--- src/rtl/cp0_pkg.sv ---
// Shared definitions for the coprocessor-0 block: register addresses, field
// positions, implemented-bit masks and exception codes.
package cp0_pkg;

  localparam logic [4:0] ADDR_SR    = 5'd12;
  localparam logic [4:0] ADDR_CAUSE = 5'd13;
  localparam logic [4:0] ADDR_EPC   = 5'd14;
  localparam logic [4:0] ADDR_PRID  = 5'd15;

  localparam int IM_HI   = 15;
  localparam int IM_LO   = 10;
  localparam int EXL_BIT = 1;
  localparam int IE_BIT  = 0;
  localparam int BD_BIT  = 31;
  localparam int IP_HI   = 15;
  localparam int IP_LO   = 10;
  localparam int EXC_HI  = 6;
  localparam int EXC_LO  = 2;

  // Bits that physically exist; everything else reads back as 0.
  localparam logic [31:0] SR_MASK    = 32'h0000_FC03;
  localparam logic [31:0] CAUSE_MASK = 32'h8000_FC7C;
  localparam logic [31:0] PRID_VAL   = 32'h4D49_5053;

  typedef enum logic [4:0] {
    EXC_INT  = 5'd0,
    EXC_ADEL = 5'd4,
    EXC_ADES = 5'd5,
    EXC_RI   = 5'd10,
    EXC_OV   = 5'd12
  } exc_code_e;

endpackage

--- src/rtl/cp0.sv ---
// Coprocessor-0: SR/Cause/EPC/PrID register file plus the trap arbiter that
// raises INT_REQ toward the decoder and records EPC/Cause on the trap edge.
module cp0
  import cp0_pkg::*;
#(
  parameter logic [31:0] PRID = PRID_VAL
) (
  input  logic        clk,
  input  logic        reset,
  input  logic [4:0]  A1,
  input  logic [4:0]  A2,
  input  logic [31:0] DIn,
  input  logic        WE,
  input  logic        Eret,
  input  logic [31:0] PC,
  input  logic        BD,
  input  logic        Exc_Req,
  input  logic [4:0]  ExcCode_In,
  input  logic [5:0]  HWInt,
  output logic        INT_REQ,
  output logic [31:0] EPC,
  output logic [31:0] DOut
);

  logic [31:0] sr_q, sr_d;
  logic [31:0] cause_q, cause_d;
  logic [31:0] epc_q, epc_d;
  logic        irq;

  always_comb begin
    irq     = sr_q[IE_BIT] & |(HWInt & sr_q[IM_HI:IM_LO]);
    INT_REQ = reset & ~sr_q[EXL_BIT] & (irq | Exc_Req);

    sr_d    = sr_q;
    cause_d = cause_q;
    epc_d   = epc_q;
    // IP tracks the raw lines every cycle, independent of mask and EXL.
    cause_d[IP_HI:IP_LO] = HWInt;

    if (INT_REQ) begin
      sr_d[EXL_BIT]          = 1'b1;
      epc_d                  = (BD ? PC - 32'd4 : PC) & ~32'h3;
      cause_d[BD_BIT]        = BD;
      cause_d[EXC_HI:EXC_LO] = irq ? 5'(EXC_INT) : ExcCode_In;
    end else if (Eret) begin
      sr_d[EXL_BIT] = 1'b0;
    end else if (WE) begin
      case (A2)
        ADDR_SR:  sr_d  = DIn & SR_MASK;
        ADDR_EPC: epc_d = DIn & ~32'h3;
        default:  ;
      endcase
    end
  end

  always_ff @(posedge clk) begin
    if (!reset) begin
      sr_q    <= '0;
      cause_q <= '0;
      epc_q   <= '0;
    end else begin
      sr_q    <= sr_d & SR_MASK;
      cause_q <= cause_d & CAUSE_MASK;
      epc_q   <= epc_d;
    end
  end

  assign EPC = epc_q;

  always_comb begin
    DOut = '0;
    case (A1)
      ADDR_SR:    DOut = sr_q;
      ADDR_CAUSE: DOut = cause_q;
      ADDR_EPC:   DOut = epc_q;
      ADDR_PRID:  DOut = PRID;
      default:    DOut = '0;
    endcase
  end

endmodule

--- config.mk ---
export PLATFORM = sky130hd
export DESIGN_NAME = cp0
export DESIGN_NICKNAME = d
export VERILOG_FILES = /design/src/rtl/cp0_pkg.sv /design/src/rtl/cp0.sv
export SDC_FILE = /design/constraint.sdc
export NUM_CORES = 1
export LEC_CHECK = 0
export CAP_MARGIN = 20
export CORE_MARGIN = 3
export CORE_UTILIZATION = 40
export DETAILED_ROUTE_END_ITERATION = 10
export GPL_TIMING_DRIVEN = 0
export PLACE_DENSITY = 0.87
export SLEW_MARGIN = 20
export SYNTH_ARGS = -nofsm -noshare
export SYNTH_HDL_FRONTEND = slang
export SYNTH_SLANG_ARGS = --single-unit
--- constraint.sdc ---
create_clock -name clk -period 2.34 [get_ports clk]
set_clock_uncertainty 0.05 [all_clocks]
set_input_delay 0.234 -clock clk [delete_from_list [all_inputs] [get_ports clk]]
set_output_delay 0.234 -clock clk [all_outputs]
set_load 0.05 [all_outputs]
## After elaboration in Yosys (flattened, before gate mapping)

Index checks and enable logic that the tools add are counted.

- Register bits: 94

- $add $sub $neg: 1
- Eq/ne operators: 7
- Muxes and demuxes: 11
- Bitwise operators: 8
- Reduce and logical (&&, ||, !) cells: 8

Operator list:

| cell | number |
|---|---|
| 32-bit 2-to-1 mux | 7 |
| 32-bit case mux with 4 select lines | 1 |
| 32-bit by 3-bit subtractor with 32-bit output (second input constant) | 1 |
| 5-bit by 4-bit == test with 1-bit output (second input constant) | 6 |
| 6-bit bitwise AND | 1 |
| 3-bit nonzero test | 2 |
| 6-bit OR reduction | 1 |
| 5-bit 2-to-1 mux | 1 |
| 4-bit AND reduction | 1 |
| 2-bit nonzero test | 2 |
| 1-bit bitwise AND | 3 |
| 1-bit NOT | 3 |
| 3-bit AND reduction | 1 |
| 1-bit 2-to-1 mux | 2 |
| 2-bit by 1-bit != test with 1-bit output (second input constant) | 1 |
| 2-bit AND reduction | 1 |
| 1-bit OR | 1 |

## Logic depth before layout (Yosys ltp)

Gate-level depths: netlist (run 1).

- Word-level depth: 7
- Depth in mapped cells: 7
- Mapped depth without buffers: 7

## Least setup slack after synthesis (run 1)

No wires, ideal clock.

- Kind: flip-flop to output port
- Start: register epc_q[12], in the netlist EPC[12]
- End: output DOut[12]
- Arrival: 1.783 ns
- Data required time: 2.056 ns
- Setup slack: 0.273 ns
- Stages on the path, launching flop included: 3
- Path buffers: 0
- Path through: dfxtp_1 -> nor2_1 -> nor3_1

- Longest elaborated chain between the ends: 1

Ends and longest elaborated chain:

| item | RTL line | text |
|---|---|---|
| start, declared | cp0.sv:27 | `logic [31:0] epc_q, epc_d;` |
| start signal, assigned | cp0.sv:64 | `epc_q <= epc_d;` |
| 32-bit case mux with 4 select lines | cp0.sv:72 | `case (A1)` |
| end, declared | cp0.sv:22 | `output logic [31:0] DOut` |

No other way between the ends.

## Worst setup path after layout (run 1)

- Start: input A1[0]
- End: output DOut[16]

- Longest elaborated chain between the ends: 2
- Elaborated cells on any way between the ends: 5
- Classes of those cells: eq/ne: 4; mux: 1

Ends and longest elaborated chain:

| item | RTL line | text |
|---|---|---|
| start, declared | cp0.sv:10 | `input logic [4:0] A1,` |
| 5-bit by 4-bit == test with 1-bit output | cp0.sv:72 |  |
| 32-bit case mux with 4 select lines (*) | cp0.sv:72 |  |

Mark *: on every way between the ends. The rest lies on a longest branch, timed or not.

==> summary.md, run 1 <==
| Metric | Value |
|---|---|
| Outcome | `finished clean` |
| Area taken by multi-input logic gates | `around 0.0021 sq mm` |
| Antenna-violating nets left | `0` |
| Number of enable flip-flop cells after synthesis | `0` |
| Total CTS buffers | `5` |
| Filler instances | `around 640` |
| Crit path arrival time | `~2000 ps` |
| Die area | `between 0.009 and 0.01 sq mm` |
| TritonCTS clock tree | `yes` |
| Path type of the worst setup path | `input port to output port` |
| Worst slack at placement | `-791 ps` |
| Die Y-Extent | `~95 microns` |
| Clock H-tree levels | `2` |
| Placed wire-length estimate | `around 9 mm` |
| Clk_lat worst skew | `roughly 300 ps` |
| Port-buffer cells | `151` |
| Total wire length | `around 11 mm` |
| Endpoints failing setup | `0` |
| Post-synthesis area per instance | `around 8 sq um` |
| Total track usage | `0.242` |
| Area Growth Syn to Fin | `55.7%` |
| Number of rows created at floorplan | `31` |
| First drt pass iteration count | `5` |
| Post-synthesis instance area | `approximately 0.0032 sq mm` |
| Sum of internal, switching and leakage power | `approximately 2.1 mW` |
| Number of antenna violations at the first check in global routing | `0` |
| Register area share after synthesis | `0.316` |
| Core Util, Final | `0.661` |
| Post-Syn Instances | `384` |
| Core Region | `approximately 0.0074 sq mm` |
| Vias after detailed routing | `~3.5k` |
| Initial core utilization | `0.425` |
| CP startpoint kind | `input port` |
| Final critical delay including setup and external delays | `around 2300 ps` |
| Proportion of synthesized flip-flops having asynchronous set or reset | `0` |
| Worst-Margin Slew | `696 ps` |
| Synth top area cells | `sky130_fd_sc_hd__dfxtp_1, sky130_fd_sc_hd__mux2i_1, sky130_fd_sc_hd__o211a_1, sky130_fd_sc_hd__xor2_1, sky130_fd_sc_hd__nand2_1` |
| # placed instances | `around 640` |
| Distinct cell type count after synthesis | `43` |
| Biggest fanout along the worst timing path | `10` |
| Average vias per placed instance | `between 5 and 6` |
| Clock Tree Buf Depth | `2` |
| Top cell type's share of synthesized area | `0.316` |
| Global-route wire length before repair | `around 17 mm` |
| Final Hold Fails | `0` |
| Routability Congestion | `slightly below 0.9` |
| Post-CTS clock slew at the launch and capture registers of the worst setup and hold paths | `90 ps` |
| Overflow after GRT | `0` |
| Fin Setup TNS | `0 ps` |
| Final #Nets | `between 600 and 700` |
| Area of all placed cells without fillers | `~0.005 sq mm` |
| Reg area | `0.00100 sq mm` |
| Flops & latches, synth | `50` |
| Vias in the first global route | `about 3.4k` |
| Cell at the root of the clock tree | `sky130_fd_sc_hd__clkbuf_8` |
| Diode insertion count for antenna repair | `0` |
| Worst slew margin relative to its limit | `0.532` |
| Main synth FF type | `sky130_fd_sc_hd__dfxtp_1` |
| Fraction of final layout cells with drive strength greater than 1 | `0.115` |
| Number of max-slew violations in the final report | `0` |
| Required time of the critical path | `2060 ps` |
| Largest net degree at the start of global routing | `15` |
| Period Utilization, post-route | `0.976` |
| WL per Instance | `between 15 and 20 microns` |
| Leakage power total | `~2.1 nW` |
| Starting DRC count in detailed routing | `185` |
| Number of sinks handled by clock tree synthesis | `50` |
| Die width | `between 90 and 100 microns` |
| Number of maximum-capacitance violations | `0` |
| Highest Clock Rate | `~440 MHz` |
| Number of warnings reported in the yosys synthesis log | `0` |
| Worst vdd ir | `about 240 uV` |
| Post-Route Hold Slack | `449 ps` |
| DR DRC count | `0` |
| I/O pin count | `156` |
| PnR worst setup slack | `around 57 ps` |
| Endpoint class of the critical path | `output port` |
| Placed Area | `0.00480 sq mm` |
| Cell taking the most area after synthesis | `sky130_fd_sc_hd__dfxtp_1` |
| Class of the tightest hold or removal check | `flip-flop to flip-flop` |
| Post-Layout Cell Count | `about 650` |
| Total power per unit cell area | `about 420 mW/mm^2` |
==> metal layers <==
metal | wire length (microns) | track usage
met1 | 4580 | 0.309
met3 | 757 | 0.0375
met2 | 5510 | 0.412
met5 | 0 | 0
met4 | 280 | 0.0841
==> critical path: stages <==
cell,delay [ps]
sky130_fd_sc_hd__clkdlybuf4s50_1,580
sky130_fd_sc_hd__clkbuf_4,280
sky130_fd_sc_hd__buf_2,260
sky130_fd_sc_hd__nor2_1,80
sky130_fd_sc_hd__nor2_1,160
sky130_fd_sc_hd__clkdlybuf4s15_2,400
==> placed cells by master (no fill, tap or decap), types with 2 or more instances in the layout <==
cell type	n
sky130_fd_sc_hd__a211oi_1	2
sky130_fd_sc_hd__a21oi_1	8
sky130_fd_sc_hd__a21oi_2	2
sky130_fd_sc_hd__a22oi_1	12
sky130_fd_sc_hd__and2_1	18
sky130_fd_sc_hd__and3_1	8
sky130_fd_sc_hd__buf_2	7
sky130_fd_sc_hd__buf_4	5
sky130_fd_sc_hd__clkbuf_1	13
sky130_fd_sc_hd__clkbuf_2	9
sky130_fd_sc_hd__clkbuf_8	6
sky130_fd_sc_hd__clkdlybuf4s15_2	22
sky130_fd_sc_hd__clkdlybuf4s50_1	118
sky130_fd_sc_hd__clkinv_2	2
sky130_fd_sc_hd__conb_1	2
sky130_fd_sc_hd__dfxtp_1	50
sky130_fd_sc_hd__dlygate4sd2_1	3
sky130_fd_sc_hd__inv_1	6
sky130_fd_sc_hd__mux2i_1	42
sky130_fd_sc_hd__nand2_1	50
sky130_fd_sc_hd__nand2b_1	2
sky130_fd_sc_hd__nand3_1	4
sky130_fd_sc_hd__nand4_1	3
sky130_fd_sc_hd__nand4b_1	2
sky130_fd_sc_hd__nor2_1	35
sky130_fd_sc_hd__nor2b_1	16
sky130_fd_sc_hd__nor3_1	18
sky130_fd_sc_hd__nor4_1	9
sky130_fd_sc_hd__nor4_4	2
sky130_fd_sc_hd__o211a_1	21
sky130_fd_sc_hd__o21ai_0	5
sky130_fd_sc_hd__xnor2_1	4
sky130_fd_sc_hd__xor2_1	24
==> state kept, by name, indices dropped and copies added (netlist names) <==
name     count
EPC         30
sr_q         8
cause_q     12
==> cell usage after synthesis, types with 8 or more instances <==
cell type / instances
sky130_fd_sc_hd__a21oi_1: 9
sky130_fd_sc_hd__and2_1: 18
sky130_fd_sc_hd__xor2_1: 24
sky130_fd_sc_hd__o211a_1: 21
sky130_fd_sc_hd__clkbuf_1: 16
sky130_fd_sc_hd__and3_1: 8
sky130_fd_sc_hd__nor4_1: 9
sky130_fd_sc_hd__mux2i_1: 42
sky130_fd_sc_hd__nor3_1: 18
sky130_fd_sc_hd__nor2_1: 36
sky130_fd_sc_hd__nor2b_1: 16
sky130_fd_sc_hd__a22oi_1: 12
sky130_fd_sc_hd__nand2_1: 51
sky130_fd_sc_hd__dfxtp_1: 50
==> cell type report <==
class | instances | share of cell area
multi-input cells | 305 | 0.417
repair buffers | 154 | 0.308
flip-flops and latches | 50 | 0.203
well taps | 99 | 0.0252
plain buffers | 23 | 0.0219
clock buffers | 7 | 0.0175
inverters | 7 | 0.00559
clock inverters | 1 | 0.00102
==> report_power, final <==
group	leakage [nW]	internal (mW)	total, mW	switching [mW]
registers	0.409	0.892	0.922	0.0303
clock network	0.0482	0.240	0.533	0.294
logic	1.61	0.279	0.610	0.331
total	2.07	1.41	2.07	0.655
==> path summary, 6_finish.rpt <==
check	from	end	slack [ps]	cells past startpoint
max	A1[0]	DOut[16]	60	6
min	cause_q[31]	cause_q[31]	450	2
max reg2reg	sr_q[10]	sr_q[1]	390	6
min reg2reg	cause_q[31]	cause_q[31]	450	2
==> what timing repair did <==
| action | 4_1_cts | 5_1_grt |
|---|---|---|
| hold buffers | 0 | 0 |
| pin swaps | 0 | 1 |
| endpoints found under the setup margin | 33 | 27 |
| buffers inserted | 0 | 3 |
| gates resized for setup | 94 | 16 |
| endpoints found under the hold margin | 0 | 0 |
==> cells by family (layout without fill, tap and decap cells) <==
kind of cell	after synthesis	count (layout)	share of synthesized area
multiplexers	42	42	0.133
other	1	2	0.00119
AO/OA/AOI/OAI	53	53	0.131
XOR/XNOR	28	28	0.0775
flip-flops	50	50	0.316
AND/OR/NAND/NOR	179	179	0.297
buffers and inverters	30	192	0.0396
adder cells (fa/ha/maj)	1	1	0.00396
Note: power is estimated with default switching activity, not from simulation.
==> inputs of run 2 (changes only) <==
--- a/config.mk
+++ b/config.mk
@@ -11,6 +11,7 @@
 export DETAILED_ROUTE_END_ITERATION = 10
 export GPL_TIMING_DRIVEN = 0
 export PLACE_DENSITY = 0.87
+export SKIP_CTS_REPAIR_TIMING = 1
 export SLEW_MARGIN = 20
 export SYNTH_ARGS = -nofsm -noshare
 export SYNTH_HDL_FRONTEND = slang
==> summary.md, run 2 (synthesized netlist as in run 1, its figures left out) <==
| Metric | Value |
|---|---|
| Total track usage | `0.240` |
| Core Region | `0.00745 sq mm` |
| Total power per unit cell area | `422 mW/mm^2` |
| Required time of the critical path | `2060 ps` |
| Placed wire-length estimate | `just under 9 mm` |
| Outcome | `finished clean` |
| Worst slew margin relative to its limit | `0.527` |
| Overflow after GRT | `0` |
| Worst-Margin Slew | `roughly 700 ps` |
| Diode insertion count for antenna repair | `0` |
| Number of max-slew violations in the final report | `0` |
| Highest Clock Rate | `about 440 MHz` |
| Fin Setup TNS | `0 ps` |
| Endpoints failing setup | `0` |
| Post-Layout Cell Count | `between 600 and 700` |
| Number of rows created at floorplan | `31` |
| Placed Area | `between 0.004 and 0.005 sq mm` |
| Filler instances | `about 640` |
| Sum of met2 wire segment lengths after detailed routing | `approximately 5.5 mm` |
| Met1 layer wirelength in the final routing | `between 4 and 5 mm` |
| Initial core utilization | `0.425` |
| TritonCTS clock tree | `yes` |
| Die Y-Extent | `94.9 microns` |
| Largest net degree at the start of global routing | `15` |
| Post-CTS clock slew at the launch and capture registers of the worst setup and hold paths | `90 ps` |
| Final #Nets | `between 600 and 700` |
| First drt pass iteration count | `5` |
| Worst vdd ir | `around 250 uV` |
| Clock Tree Buf Depth | `2` |
| Die area | `about 0.0090 sq mm` |
| Vias in the first global route | `between 3k and 4k` |
| Worst slack at placement | `-791 ps` |
| Clk_lat worst skew | `~300 ps` |
| Starting DRC count in detailed routing | `143` |
| Detail Route met3 WL | `roughly 800 microns` |
| Number of sinks handled by clock tree synthesis | `50` |
| Flip-flop count of the largest register, all copies and words added | `30` |
| Crit path arrival time | `roughly 2000 ps` |
| # placed instances | `635` |
| Clock H-tree levels | `2` |
| Port-buffer cells | `roughly 150` |
| Sum of internal, switching and leakage power | `2.06 mW` |
| I/O pin count | `~160` |
| Leakage power total | `approximately 2.3 nW` |
| Final Hold Fails | `0` |
| WL per Instance | `approximately 17 microns` |
| Die width | `~95 microns` |
| Area of all placed cells without fillers | `approximately 0.0049 sq mm` |
| DR DRC count | `0` |
| Routability Congestion | `0.892` |
| Uppermost layer routed | `met4` |
| Endpoint class of the critical path | `output port` |
| Final critical delay including setup and external delays | `about 2300 ps` |
| Biggest fanout along the worst timing path | `8` |
| Total CTS buffers | `5` |
| Global-route wire length before repair | `16.9 mm` |
| Number of maximum-capacitance violations | `0` |
| Number of antenna violations at the first check in global routing | `0` |
| PnR worst setup slack | `between 70 and 80 ps` |
| Post-Route Hold Slack | `between 400 and 500 ps` |
| Most frequent cells in the layout | `sky130_fd_sc_hd__clkdlybuf4s50_1, sky130_fd_sc_hd__dfxtp_1, sky130_fd_sc_hd__nand2_1, sky130_fd_sc_hd__mux2i_1, sky130_fd_sc_hd__nor2_1` |
| Vias after detailed routing | `between 3k and 4k` |
| Most common cell after layout, fill and taps aside | `sky130_fd_sc_hd__clkdlybuf4s50_1` |
| Total wire length | `11.1 mm` |
| Period Utilization, post-route | `0.966` |
| Fraction of final layout cells with drive strength greater than 1 | `0.0932` |
| Core Util, Final | `0.655` |
| Path type of the worst setup path | `input port to output port` |
| Average vias per placed instance | `5.37` |
| Antenna-violating nets left | `0` |
| Area Growth Syn to Fin | `54.2%` |
| Class of the tightest hold or removal check | `flip-flop to flip-flop` |
| Cell at the root of the clock tree | `sky130_fd_sc_hd__clkbuf_8` |
| CP startpoint kind | `input port` |
[run 2: changes by cell type in the layout (fill, tap and decap cells not counted)]
cell | previous run | this run
sky130_fd_sc_hd__dlygate4sd2_1 | 3 | 0
sky130_fd_sc_hd__clkdlybuf4s15_2 | 22 | 0
sky130_fd_sc_hd__dlymetal6s2s_1 | 0 | 14
sky130_fd_sc_hd__clkinvlp_4 | 0 | 1
sky130_fd_sc_hd__clkinv_2 | 2 | 1
sky130_fd_sc_hd__clkbuf_2 | 9 | 20
sky130_fd_sc_hd__clkbuf_1 | 13 | 14
sky130_fd_sc_hd__clkbuf_4 | 1 | 0
[run 2: cell type report]
class                      instances  area [sq um]  area share
multi-input combinational        305          2050       0.421
inverter                           7          30.0     0.00616
sequential                        50          1000       0.205
buffer                            23           104      0.0213
clock buffer                       7          86.3      0.0177
timing repair buffer             154          1470       0.302
clock inverter                     1          5.00     0.00103
tap                               99           124      0.0254
[run 2: where the power goes]
group	switching [mW]	internal [mW]
sequential	0.0301	0.892
combinational	0.330	0.278
clock	0.290	0.239
[run 2: worst max-delay path: stages]
cell	delay [ps]
sky130_fd_sc_hd__clkdlybuf4s50_1	560
sky130_fd_sc_hd__nor2b_1	150
sky130_fd_sc_hd__clkbuf_1	370
sky130_fd_sc_hd__a22oi_1	170
sky130_fd_sc_hd__nor2_1	180
sky130_fd_sc_hd__clkbuf_2	310
[run 2: worst paths after layout]
kind | start | to | slack (ps) | depth (start not counted)
hold reg to reg | cause_q[31] | cause_q[31] | 450 | 2
hold / removal | cause_q[31] | cause_q[31] | 450 | 2
setup reg to reg | sr_q[10] | sr_q[1] | 370 | 6
setup / recovery | A1[1] | DOut[31] | 80 | 6
[run 2: per-layer routing]
metal  vias to the layer above  track usage
met5                         -            0
met4                         0       0.0829
met3                        23       0.0375
met2                       144        0.408
met1                      1628        0.309
li1                       1675            -
==> inputs of run 3 (changes only) <==
--- a/config.mk
+++ b/config.mk
@@ -9,6 +9,7 @@
 export CORE_MARGIN = 3
 export CORE_UTILIZATION = 40
 export DETAILED_ROUTE_END_ITERATION = 10
+export GPL_ROUTABILITY_DRIVEN = 0
 export GPL_TIMING_DRIVEN = 0
 export PLACE_DENSITY = 0.87
 export SKIP_CTS_REPAIR_TIMING = 1
==> summary.md, run 3 (synthesized netlist as in run 1, its figures left out) <==
| Metric | Value |
|---|---|
| Sum of internal, switching and leakage power | `around 2.1 mW` |
| Initial core utilization | `0.425` |
| Crit path arrival time | `1940 ps` |
| Endpoints failing setup | `0` |
| Total CTS buffers | `5` |
| Total track usage | `0.245` |
| Diode insertion count for antenna repair | `0` |
| Placed wire-length estimate | `about 9 mm` |
| Fraction of final layout cells with drive strength greater than 1 | `0.113` |
| Clock Tree Buf Depth | `2` |
| Dominant delay contributor by cell family on the critical path | `buffers and inverters` |
| Most frequent cells in the layout | `sky130_fd_sc_hd__clkdlybuf4s50_1, sky130_fd_sc_hd__dfxtp_1, sky130_fd_sc_hd__nand2_1, sky130_fd_sc_hd__mux2i_1, sky130_fd_sc_hd__nor2_1` |
| Final Hold Fails | `0` |
| Total power per unit cell area | `roughly 430 mW/mm^2` |
| Most common cell after layout, fill and taps aside | `sky130_fd_sc_hd__clkdlybuf4s50_1` |
| Terminus of the critical flop-to-flop path | `sr_q[1]` |
| Period Utilization, post-route | `0.949` |
| Number of max-slew violations in the final report | `0` |
| Highest Clock Rate | `roughly 450 MHz` |
| First drt pass iteration count | `5` |
| Number of cells on the worst reg-to-reg path | `6` |
| Vias in the first global route | `about 3.5k` |
| Flip-flop count of the largest register, all copies and words added | `30` |
| Worst-Margin Slew | `around 770 ps` |
| Die width | `between 90 and 100 microns` |
| Final #Nets | `638` |
| Clock H-tree levels | `2` |
| Worst slew margin relative to its limit | `0.483` |
| Number of antenna violations at the first check in global routing | `0` |
| Number of sinks handled by clock tree synthesis | `50` |
| Area Growth Syn to Fin | `51.5%` |
| Worst vdd ir | `253 uV` |
| Number of logic stages on the critical path including buffering | `6` |
| Average vias per placed instance | `~5.5` |
| Worst Path Buf+Inv | `3` |
| Path type of the worst setup path | `input port to output port` |
| Worst-case register-to-register setup slack | `~330 ps` |
| Clk_lat worst skew | `310 ps` |
| Cell-by-cell listing of the critical path | `clkdlybuf4s50_1 -> nor2b_1 -> clkbuf_1 -> a22oi_1 -> nor2_1 -> clkbuf_2` |
| Die Y-Extent | `94.9 microns` |
| Critical register-to-register path startpoint | `sr_q[10]` |
| Starting DRC count in detailed routing | `between 200 and 250` |
| Outcome | `finished clean` |
| Antenna-violating nets left | `0` |
| Placed Area | `about 0.0048 sq mm` |
| Reg area | `~0.001 sq mm` |
| Endpoint class of the critical path | `output port` |
| Area taken by multi-input logic gates | `about 0.002 sq mm` |
| Core Util, Final | `0.643` |
| Total wire length | `approximately 11 mm` |
| Biggest fanout along the worst timing path | `8` |
| Die area | `0.00901 sq mm` |
| CP startpoint kind | `input port` |
| Number of rows created at floorplan | `31` |
| Largest net degree at the start of global routing | `15` |
| PnR worst setup slack | `approximately 120 ps` |
| I/O pin count | `156` |
| Filler instances | `636` |
| Cell at the root of the clock tree | `sky130_fd_sc_hd__clkbuf_8` |
| Required time of the critical path | `2060 ps` |
| Worst slack at placement | `-774 ps` |
| End point of the critical path | `DOut[31]` |
| Core Region | `0.00745 sq mm` |
| DR DRC count | `0` |
| Class of the tightest hold or removal check | `flip-flop to flip-flop` |
| Critical Path Max Stage Delay | `about 550 ps` |
| Final critical delay including setup and external delays | `roughly 2200 ps` |
| TritonCTS clock tree | `yes` |
| Leakage power total | `roughly 2.1 nW` |
| Global-route wire length before repair | `17.3 mm` |
| Cell at the slowest stage of the critical path | `sky130_fd_sc_hd__clkdlybuf4s50_1` |
| Port-buffer cells | `about 150` |
| Number of maximum-capacitance violations | `0` |
| Overflow after GRT | `0` |
| Area of all placed cells without fillers | `between 0.004 and 0.005 sq mm` |
| Post-CTS clock slew at the launch and capture registers of the worst setup and hold paths | `approximately 80 ps` |
| Start point of the critical path | `A1[1]` |
| Vias after detailed routing | `~3.5k` |
| WL per Instance | `roughly 18 microns` |
## run 3: changes by cell type in the layout (fill, tap and decap cells not counted), sizes merged
| cell | previous run | this run |
|---|---|---|
| clkbuf | 40 | 51 |
| dlymetal6s2s | 14 | 3 |
## run 3: final cells by class
cell class              instances  area share
multi-input cells             305       0.428
repair buffers                154       0.290
flip-flops and latches         50       0.209
well taps                      99      0.0258
plain buffers                  23      0.0217
clock buffers                   7      0.0180
inverters                       7     0.00627
clock inverters                 1     0.00104
## run 3: through the flow
step                setup TNS (ps)  hold slack (ps)  cells
detailed placement          -19330              415    635
global placement            -17590              406    635
finish                           0              430    646
global route                 -7.21              474    646
floorplan                        0              311    385
CTS                         -18620              432    643
## run 3: worst min-delay path by stage
stage | start | to | slack (ps) | depth (start not counted)
3_3_place_gp | cause_q[31] | cause_q[31] | 410 | 2
6_report | cause_q[31] | cause_q[31] | 430 | 2
4_1_cts | cause_q[31] | cause_q[31] | 430 | 2
3_5_place_dp | cause_q[31] | cause_q[31] | 410 | 2
2_1_floorplan | HWInt[0] | cause_q[10] | 310 | 1
5_1_grt | cause_q[31] | cause_q[31] | 470 | 2
## run 3: worst min-delay path, stage by stage, from the launching register on
cell and delay [ps]:
sky130_fd_sc_hd__dfxtp_1 320, sky130_fd_sc_hd__nand3_1 50, sky130_fd_sc_hd__o21ai_0 60
## run 3: per-layer routing
layer / share of wire / track usage / up-vias
met4: 0.026 / 0.0938 / 0
met2: 0.49 / 0.415 / 181
met1: 0.40 / 0.309 / 1658
met3: 0.079 / 0.0438 / 24
li1: - / - / 1667
met5: 0 / 0 / -
## run 3: power by group
group | internal, mW | total, mW | switching, mW | leakage, nW
registers | 0.892 | 0.923 | 0.0311 | 0.409
clock network | 0.239 | 0.534 | 0.295 | 0.0482
logic | 0.276 | 0.608 | 0.332 | 1.66
total | 1.41 | 2.07 | 0.658 | 2.12
